## config.mk

```make
export PLATFORM = sky130hd
export DESIGN_NAME = mips_prog_loader
export DESIGN_NICKNAME = d
export VERILOG_FILES = /design/src/rtl/mips_prog_loader.sv
export SDC_FILE = /design/constraint.sdc
export NUM_CORES = 1
export LEC_CHECK = 0
export ABC_AREA = 1
export ABC_CLOCK_PERIOD_IN_PS = 7100
export BUFFER_PORTS_ARGS = -buffer_cell sky130_fd_sc_hd__buf_2
export CORE_ASPECT_RATIO = 1.1
export CORE_MARGIN = 2
export CORE_UTILIZATION = 45
export CTS_BUF_LIST = sky130_fd_sc_hd__clkbuf_4 sky130_fd_sc_hd__clkbuf_8
export DETAILED_ROUTE_END_ITERATION = 12
export GPL_ROUTABILITY_DRIVEN = 0
export HOLD_SLACK_MARGIN = 0.12
export PLACE_DENSITY = 0.7
export SYNTH_ARGS = -nofsm -noshare
export SYNTH_HDL_FRONTEND = slang
export SYNTH_SLANG_ARGS = --single-unit
```

## constraint.sdc

```tcl
create_clock -name clk -period 7.1 [get_ports clk]
set_clock_uncertainty 0.15 [all_clocks]
set_input_delay 0.355 -clock clk [delete_from_list [all_inputs] [get_ports clk]]
set_output_delay 0.355 -clock clk [all_outputs]
set_load 0.01 [all_outputs]
```

## src/rtl/mips_prog_loader.sv

```systemverilog
// Program loader for the MIPS32 instruction memory.
// Accepts a byte stream (valid/ready), assembles big-endian 32-bit words,
// writes them to consecutive word addresses from 0, verifies an XOR checksum
// and then releases the core through cpu_run.
//
// Ports:
//   clk, rst            clock, asynchronous active-high reset
//   start               one-cycle pulse, (re)starts a load from any state
//   in_data/in_valid    stream byte and its valid
//   in_ready            loader accepts a byte this cycle
//   mem_we/mem_addr/mem_wdata  one-cycle instruction-memory write
//   busy                load in progress
//   load_done/cpu_run   load finished with a good checksum
//   load_err            length or checksum failure, sticky until start
module mips_prog_loader #(
    parameter int unsigned ADDR_W    = 10,
    parameter int unsigned MAX_WORDS = 1024
) (
    input  logic              clk,
    input  logic              rst,
    input  logic              start,
    input  logic [7:0]        in_data,
    input  logic              in_valid,
    output logic              in_ready,
    output logic              mem_we,
    output logic [ADDR_W-1:0] mem_addr,
    output logic [31:0]       mem_wdata,
    output logic              busy,
    output logic              load_done,
    output logic              load_err,
    output logic              cpu_run
);

    localparam logic [15:0] MAX_LEN = 16'(MAX_WORDS);

    typedef enum logic [2:0] {
        S_IDLE, S_HDR0, S_HDR1, S_WORD, S_CHK, S_DONE, S_ERR
    } state_t;

    state_t      state;
    state_t      state_nxt;
    logic [15:0] len;
    logic [15:0] word_cnt;
    logic [1:0]  byte_cnt;
    logic [23:0] shift;
    logic [7:0]  xsum;
    logic        accept;
    logic [15:0] len_now;
    logic        active_nxt;

    // Bytes presented on a start cycle are dropped.
    assign accept     = in_valid && in_ready && !start;
    assign len_now    = {len[15:8], in_data};
    assign active_nxt = (state_nxt == S_HDR0) || (state_nxt == S_HDR1) ||
                        (state_nxt == S_WORD) || (state_nxt == S_CHK);

    // Next-state decision; the register block below derives outputs from it
    // so that every status output is registered yet tracks the state exactly.
    always_comb begin
        state_nxt = state;
        if (start) begin
            state_nxt = S_HDR0;
        end else if (accept) begin
            case (state)
                S_HDR0: state_nxt = S_HDR1;
                S_HDR1: begin
                    if (len_now > MAX_LEN)   state_nxt = S_ERR;
                    else if (len_now == 16'd0) state_nxt = S_CHK;
                    else                      state_nxt = S_WORD;
                end
                S_WORD: begin
                    if (byte_cnt == 2'd3 && (word_cnt + 16'd1) == len)
                        state_nxt = S_CHK;
                end
                S_CHK:  state_nxt = (in_data == xsum) ? S_DONE : S_ERR;
                default: state_nxt = state;
            endcase
        end
    end

    // State, counters, datapath and registered outputs.
    always_ff @(posedge clk or posedge rst) begin
        if (rst) begin
            state     <= S_IDLE;
            in_ready  <= 1'b0;
            busy      <= 1'b0;
            load_done <= 1'b0;
            load_err  <= 1'b0;
            cpu_run   <= 1'b0;
            mem_we    <= 1'b0;
            mem_addr  <= '0;
            mem_wdata <= '0;
            len       <= '0;
            word_cnt  <= '0;
            byte_cnt  <= '0;
            shift     <= '0;
            xsum      <= '0;
        end else begin
            state     <= state_nxt;
            in_ready  <= active_nxt;
            busy      <= active_nxt;
            load_done <= (state_nxt == S_DONE);
            cpu_run   <= (state_nxt == S_DONE);
            load_err  <= (state_nxt == S_ERR);
            mem_we    <= accept && (state == S_WORD) && (byte_cnt == 2'd3);

            if (start) begin
                mem_addr <= '0;
                word_cnt <= '0;
                byte_cnt <= '0;
                xsum     <= '0;
            end else begin
                // Address moves on the edge that closes the write cycle.
                if (mem_we) mem_addr <= mem_addr + ADDR_W'(1);
                if (accept) begin
                    if (state != S_CHK) xsum <= xsum ^ in_data;
                    case (state)
                        S_HDR0: len[15:8] <= in_data;
                        S_HDR1: len[7:0]  <= in_data;
                        S_WORD: begin
                            byte_cnt <= byte_cnt + 2'd1;
                            if (byte_cnt == 2'd3) begin
                                mem_wdata <= {shift, in_data};
                                word_cnt  <= word_cnt + 16'd1;
                            end else begin
                                shift <= {shift[15:0], in_data};
                            end
                        end
                        default: ;
                    endcase
                end
            end
        end
    end

endmodule

```

==> reports/qor.yml, run 1 <==
status: "finished, final reports clean"
power.density_mw_per_mm2: 288
slowest_delay_ns: 0.56
finalSetupTns_ns: 0
portBuffers: 59
start_util_pct: 45.6
drt_iter0_markers: 271
postLayoutSetupSlackWorst_ns: 3.90
root_buffer: "clkbuf_8"
synth_cell_type_count: 33
wl_per_cell_um: 13.5
hold_buffers: 2
diodes: 0
cp-end-kind: "flip-flop"
drt_pass1_iterations: 5
cts_setup_buffers: 0
rsz0062_at_grt: "false"
cp.arrival_ns: 3.34
clockBufferDepth: 2
core-area_mm2: 0.0119
synthCells: 669
cts.htree.levels: 4
postRouteAntennaNets: 0
maxCapViolations: 0
tritoncts: "done"
grt_pass1_vias: 4326
drc: 0
synth-main-ff-cell: "dfrtp_1"
yosys_warnings: 0
routed_via_density: 5.03
post-place-ws_ns: 4.00
leakagePower_uw: 0.00306
vias: 4512
cts_buffers: 17
syn_area_mm2: 0.00544
cp_slowest_cell: "nor2_1"
hp-class: "input pin to flip-flop"
dieHeight_um: 119
clk_latency_ns: 0.43
synthTopCellsByArea: "dfrtp_1 (53%), nand2_1 (12%), o21ai_0 (8.4%), inv_1 (5.9%), nand3_1 (4.8%)"
synth.largest_area_cell: "dfrtp_1"
fp-row-count: 42
max-vdd-ir-drop_v: 0.000204
hold_ws_ns: 0.142
synth_fp_nets: 684
grt-ovfl-total: 0
critPathRequiredTime_ns: 7.24
cts_resized: 0
min_period_ns: 3.20
grt_usage_pct: 20.1
area_growth_pct: 15.7
drive_gt1_share_pct: 15.6
setup_viol: 0
worst_slew_pin_slew_ns: 1.03
slew-limit-headroom_pct: 31.1
synth-seq-cells: 115
synth-edff-count: 0
syn_avg_cell_area_um2: 8.13
grt_pass1_wl_mm: 20.4
synth_top_cell_area_share_pct: 52.9
io_pins: 60
clkTransAtPathRegs_ns: 0.07
grt_antenna_before_repair: 0
grt_max_degree: 84
dp_hpwl_mm: 8.55
period_share_pct: 45.1
cp_max_fo: 50
slew_violations: 0
final_nets: 746
yosysMostFrequentCell: "nand2_1"
start_kind: "input pin"
synth_seq_area_share_pct: 52.9
fmax_mhz: 312
synthArstFlopShare_pct: 100
crit_top_cell: "inv_1"
fp.dieW_um: 109
cts.sinks: 115
hold_viol_final: 0
dieArea_mm2: 0.0130
worstPathCellList: "dlygate4sd3_1 > buf_2 > nor2_1 > inv_1 > nor2_2 > inv_1 > nor2_4 > inv_1 > buf_4 > nand2_1 > o21ai_0"
fillers: 1077
path_class: "input pin to flip-flop"
routed_wl_mm: 12.1
synth_common_cells: "nand2_1 (178), dfrtp_1 (115), o21ai_0 (91)"
## power breakdown
group	total (uW)	leakage [uW]	internal [uW]	switching, uW
combinational	339	0.00129	121	218
sequential	852	0.00156	766	86.7
clock	619	0.000211	360	259
## layout make-up
class	count	area, um^2	share of cell area (%)
clock buffers	23	310	4.94
clock inverters	8	100	1.59
inverters	89	337	5.35
multi-input cells	444	2130	33.9
flip-flops and latches	115	2880	45.8
well taps	154	193	3.06
repair buffers	64	338	5.37
## registers in the layout (all words and copies together) (netlist names), 2 cells and up
register / flops
byte_cnt: 2
len: 16
mem_addr: 10
mem_wdata: 32
shift: 24
state: 3
word_cnt: 16
xsum: 8
## critical path: cells and delay by family
| kind | cells | cell delay (ns) |
|---|---|---|
| AO/OA/AOI/OAI | 1 | 0.09 |
| buffers and inverters | 6 | 1.65 |
| AND/OR/NAND/NOR | 4 | 1.22 |
## path summary, 6_finish.rpt
kind	slack [ns]	from	cells after the start	end
max in group asynchronous	5.09	rst	4	xsum[5]
min in group asynchronous	0.32	rst	3	word_cnt[5]
worst min-delay path	0.14	in_data[2]	4	xsum[2]
worst max register to register	4.08	busy	10	mem_wdata[23]
worst max-delay path	3.90	start	11	mem_wdata[23]
worst min register to register	0.33	shift[18]	2	mem_wdata[26]
## logic make-up (layout without fill, tap and decap cells)
family          count (synthesis)  after routing  synth area share (%)
xor+xnor                        9              9                  1.45
flops                         115            115                  52.9
fa+ha+maj                       3              3                 0.691
buf+inv                       110            184                  7.85
simple gates                  313            313                  25.6
compound gates                119            119                  11.5
## through the flow
| step | instances | area (um^2) | total power (uW) | utilization [%] |
|---|---|---|---|---|
| 2_1_floorplan | 669 | 5440 | 1100 | - |
| 4_1_cts | 897 | 6290 | 1820 | 52.7 |
| 6_report | 897 | 6290 | 1810 | 52.7 |
| 3_3_place_gp | 864 | 5860 | 1190 | 49.1 |
| 5_1_grt | 897 | 6290 | 1920 | 52.7 |
| 3_5_place_dp | 864 | 5860 | 1200 | 49.1 |
## layer usage
| layer | share of wire [%] | vias up | routed length, um | GRT usage [%] |
|---|---|---|---|---|
| li1 | - | 2281 | - | - |
| met1 | 47 | 2116 | 5640 | 27.7 |
| met2 | 48 | 98 | 5780 | 31.3 |
| met3 | 4.1 | 17 | 493 | 4.21 |
| met4 | 1.4 | 0 | 174 | 7.61 |
| met5 | 0 | - | 0 | 0 |
## cell usage in the layout, fill, tap and decap left out, drive strengths merged, types with 3 or more instances in the layout
cell type  instances
nand2            183
dfrtp            115
o21ai             96
inv               88
buf               62
nand3             53
nor2              47
clkbuf            23
nand4             15
a21oi             14
xor2               8
o22ai              7
clkinv             6
nor3               5
nor4               4
nand3b             3
ha                 3
Power figures use the tool's default switching activity.
==> inputs of run 2 (changes only) <==
Settings changed: ABC_CLOCK_PERIOD_IN_PS 7100 to 2800, PLACE_DENSITY 0.7 to 0.72.
Clock period 7.1 ns to 2.8 ns, I/O delays scaled along.
==> run 2 against run 1 <==
Against the previous run:
- worst hold slack better by 0.13 ns
- highest routed layer unchanged
- final cell count up 1.3%
- register-to-register slack worse by 3.8 ns
- largest cell class unchanged
==> reports/qor.yml, run 2 (synthesis gave the netlist of run 1 again) <==
hold_viol_final: 0
start_kind: "flip-flop"
min_period_ns: 2.50
grt_pass1_vias: 4411
wl_per_cell_um: 13.7
fp-row-count: 42
dieHeight_um: 119
largest_register: "mem_wdata"
vias: 4688
max-vdd-ir-drop_v: 0.000392
cp-end-kind: "flip-flop"
drt_iter0_markers: 500
critPathRequiredTime_ns: 2.97
power.density_mw_per_mm2: 735
maxCapViolations: 0
cts.htree.levels: 4
finalSetupTns_ns: 0
grt_antenna_before_repair: 0
clk_latency_ns: 0.43
start_util_pct: 45.6
timing.rr.start: "word_cnt[0]"
tritoncts: "done"
leakagePower_uw: 0.00312
io_pins: 60
reg_top3: "mem_wdata x32, shift x24"
setup_viol: 0
routed_via_density: 5.16
mostFrequentLayoutCell: "nand2_1"
dieArea_mm2: 0.0130
path_class: "flip-flop to flip-flop"
area_growth_pct: 18.7
grt_max_degree: 116
clkTransAtPathRegs_ns: 0.08
fp.dieW_um: 109
cts_resized: 0
cp.arrival_ns: 2.67
postRouteAntennaNets: 0
drive_gt1_share_pct: 15.8
worst_slew_pin_slew_ns: 0.759
drc: 0
diodes: 0
slew-limit-headroom_pct: 48.9
clockBufferDepth: 2
largest_reg_flops: 32
root_buffer: "clkbuf_8"
portBuffers: 59
final_cell_mix: "nand2_1 (178), dfrtp_1 (115), o21ai_0 (91)"
cp_max_fo: 11
grt_usage_pct: 20.3
final_nets: 758
status: "finished, final reports clean"
post_dp_cell_area_mm2: 0.00591
final_area_mm2: 0.00645
drt_pass1_iterations: 6
dp_hpwl_mm: 8.60
setup.worst_path.start: "word_cnt[0]"
routed_wl_mm: 12.4
cts.sinks: 115
slew_violations: 0
core-area_mm2: 0.0119
rsz0062_at_grt: "false"
hp-class: "input pin to asynchronous set/reset pin"
period_share_pct: 89.3
cts_buffers: 17
grt_pass1_wl_mm: 20.5
fmax_mhz: 400
grt-ovfl-total: 0
run 2: metal layers:
metal | GRT usage, % | vias up | routed length, um
li1 | - | 2310 | -
met3 | 5.09 | 18 | 674
met2 | 32.2 | 166 | 6080
met5 | 0 | - | 0
met4 | 8.41 | 0 | 208
met1 | 26.5 | 2194 | 5460
run 2: through the flow:
stage / std cells / hold WS, ns / utilization (%) / total power [uW] / worst slack [ns]
finish: 909 / 0.272 / 54.1 / 4750 / 0.298
global route: 909 / 0.339 / 54.1 / 5030 / 0.0275
CTS: 909 / 0.305 / 54.1 / 4780 / 0.349
detailed placement: 867 / 0.225 / 49.5 / 3070 / 0.369
global placement: 867 / 0.213 / 49.5 / 3020 / 0.470
floorplan: 669 / 0.0603 / - / 2800 / 0.780
run 2: what timing repair did:
item / 4_1_cts / 5_1_grt
hold buffers: 11 / 0
hold endpoints to repair: 171 / 0
setup buffers: 0 / 0
run 2: path summary, 6_finish.rpt:
| kind | depth (start not counted) | endpoint | slack, ns |
|---|---|---|---|
| max | 16 | busy | 0.30 |
| min | 4 | mem_wdata[30] | 0.27 |
| max reg2reg | 16 | busy | 0.30 |
| min reg2reg | 2 | mem_wdata[31] | 0.32 |
| max in group asynchronous | 4 | len[14] | 1.76 |
| min in group clk | 2 | mem_wdata[31] | 0.32 |
run 2: critical path, stage by stage, from the launching register on:
cell	delay, ns
dfrtp_1	0.53
ha_1	0.27
nand3_1	0.15
nor2_2	0.21
nand2_1	0.10
nand3b_1	0.10
nand2_1	0.06
nor2_1	0.08
nand3_1	0.10
nor2_2	0.14
nand2_1	0.07
nand2_1	0.07
nand2_1	0.05
nand2_1	0.14
nand2_1	0.07
nand2_1	0.06
nand2_1	0.05
run 2: power by group:
part / leakage [uW] / switching [uW] / total (uW) / internal [uW]
Clock: 0.000209 / 713 / 1690 / 977
Sequential: 0.00156 / 221 / 2160 / 1940
Combinational: 0.00135 / 573 / 895 / 322
run 2: final cells by class:
type,count,area [um^2]
fill,1061,5480
tap,154,193
timing repair buffer,76,475
clock buffer,17,234
clock inverter,14,204
multi-input combinational,444,2130
inverter,89,338
sequential,115,2880
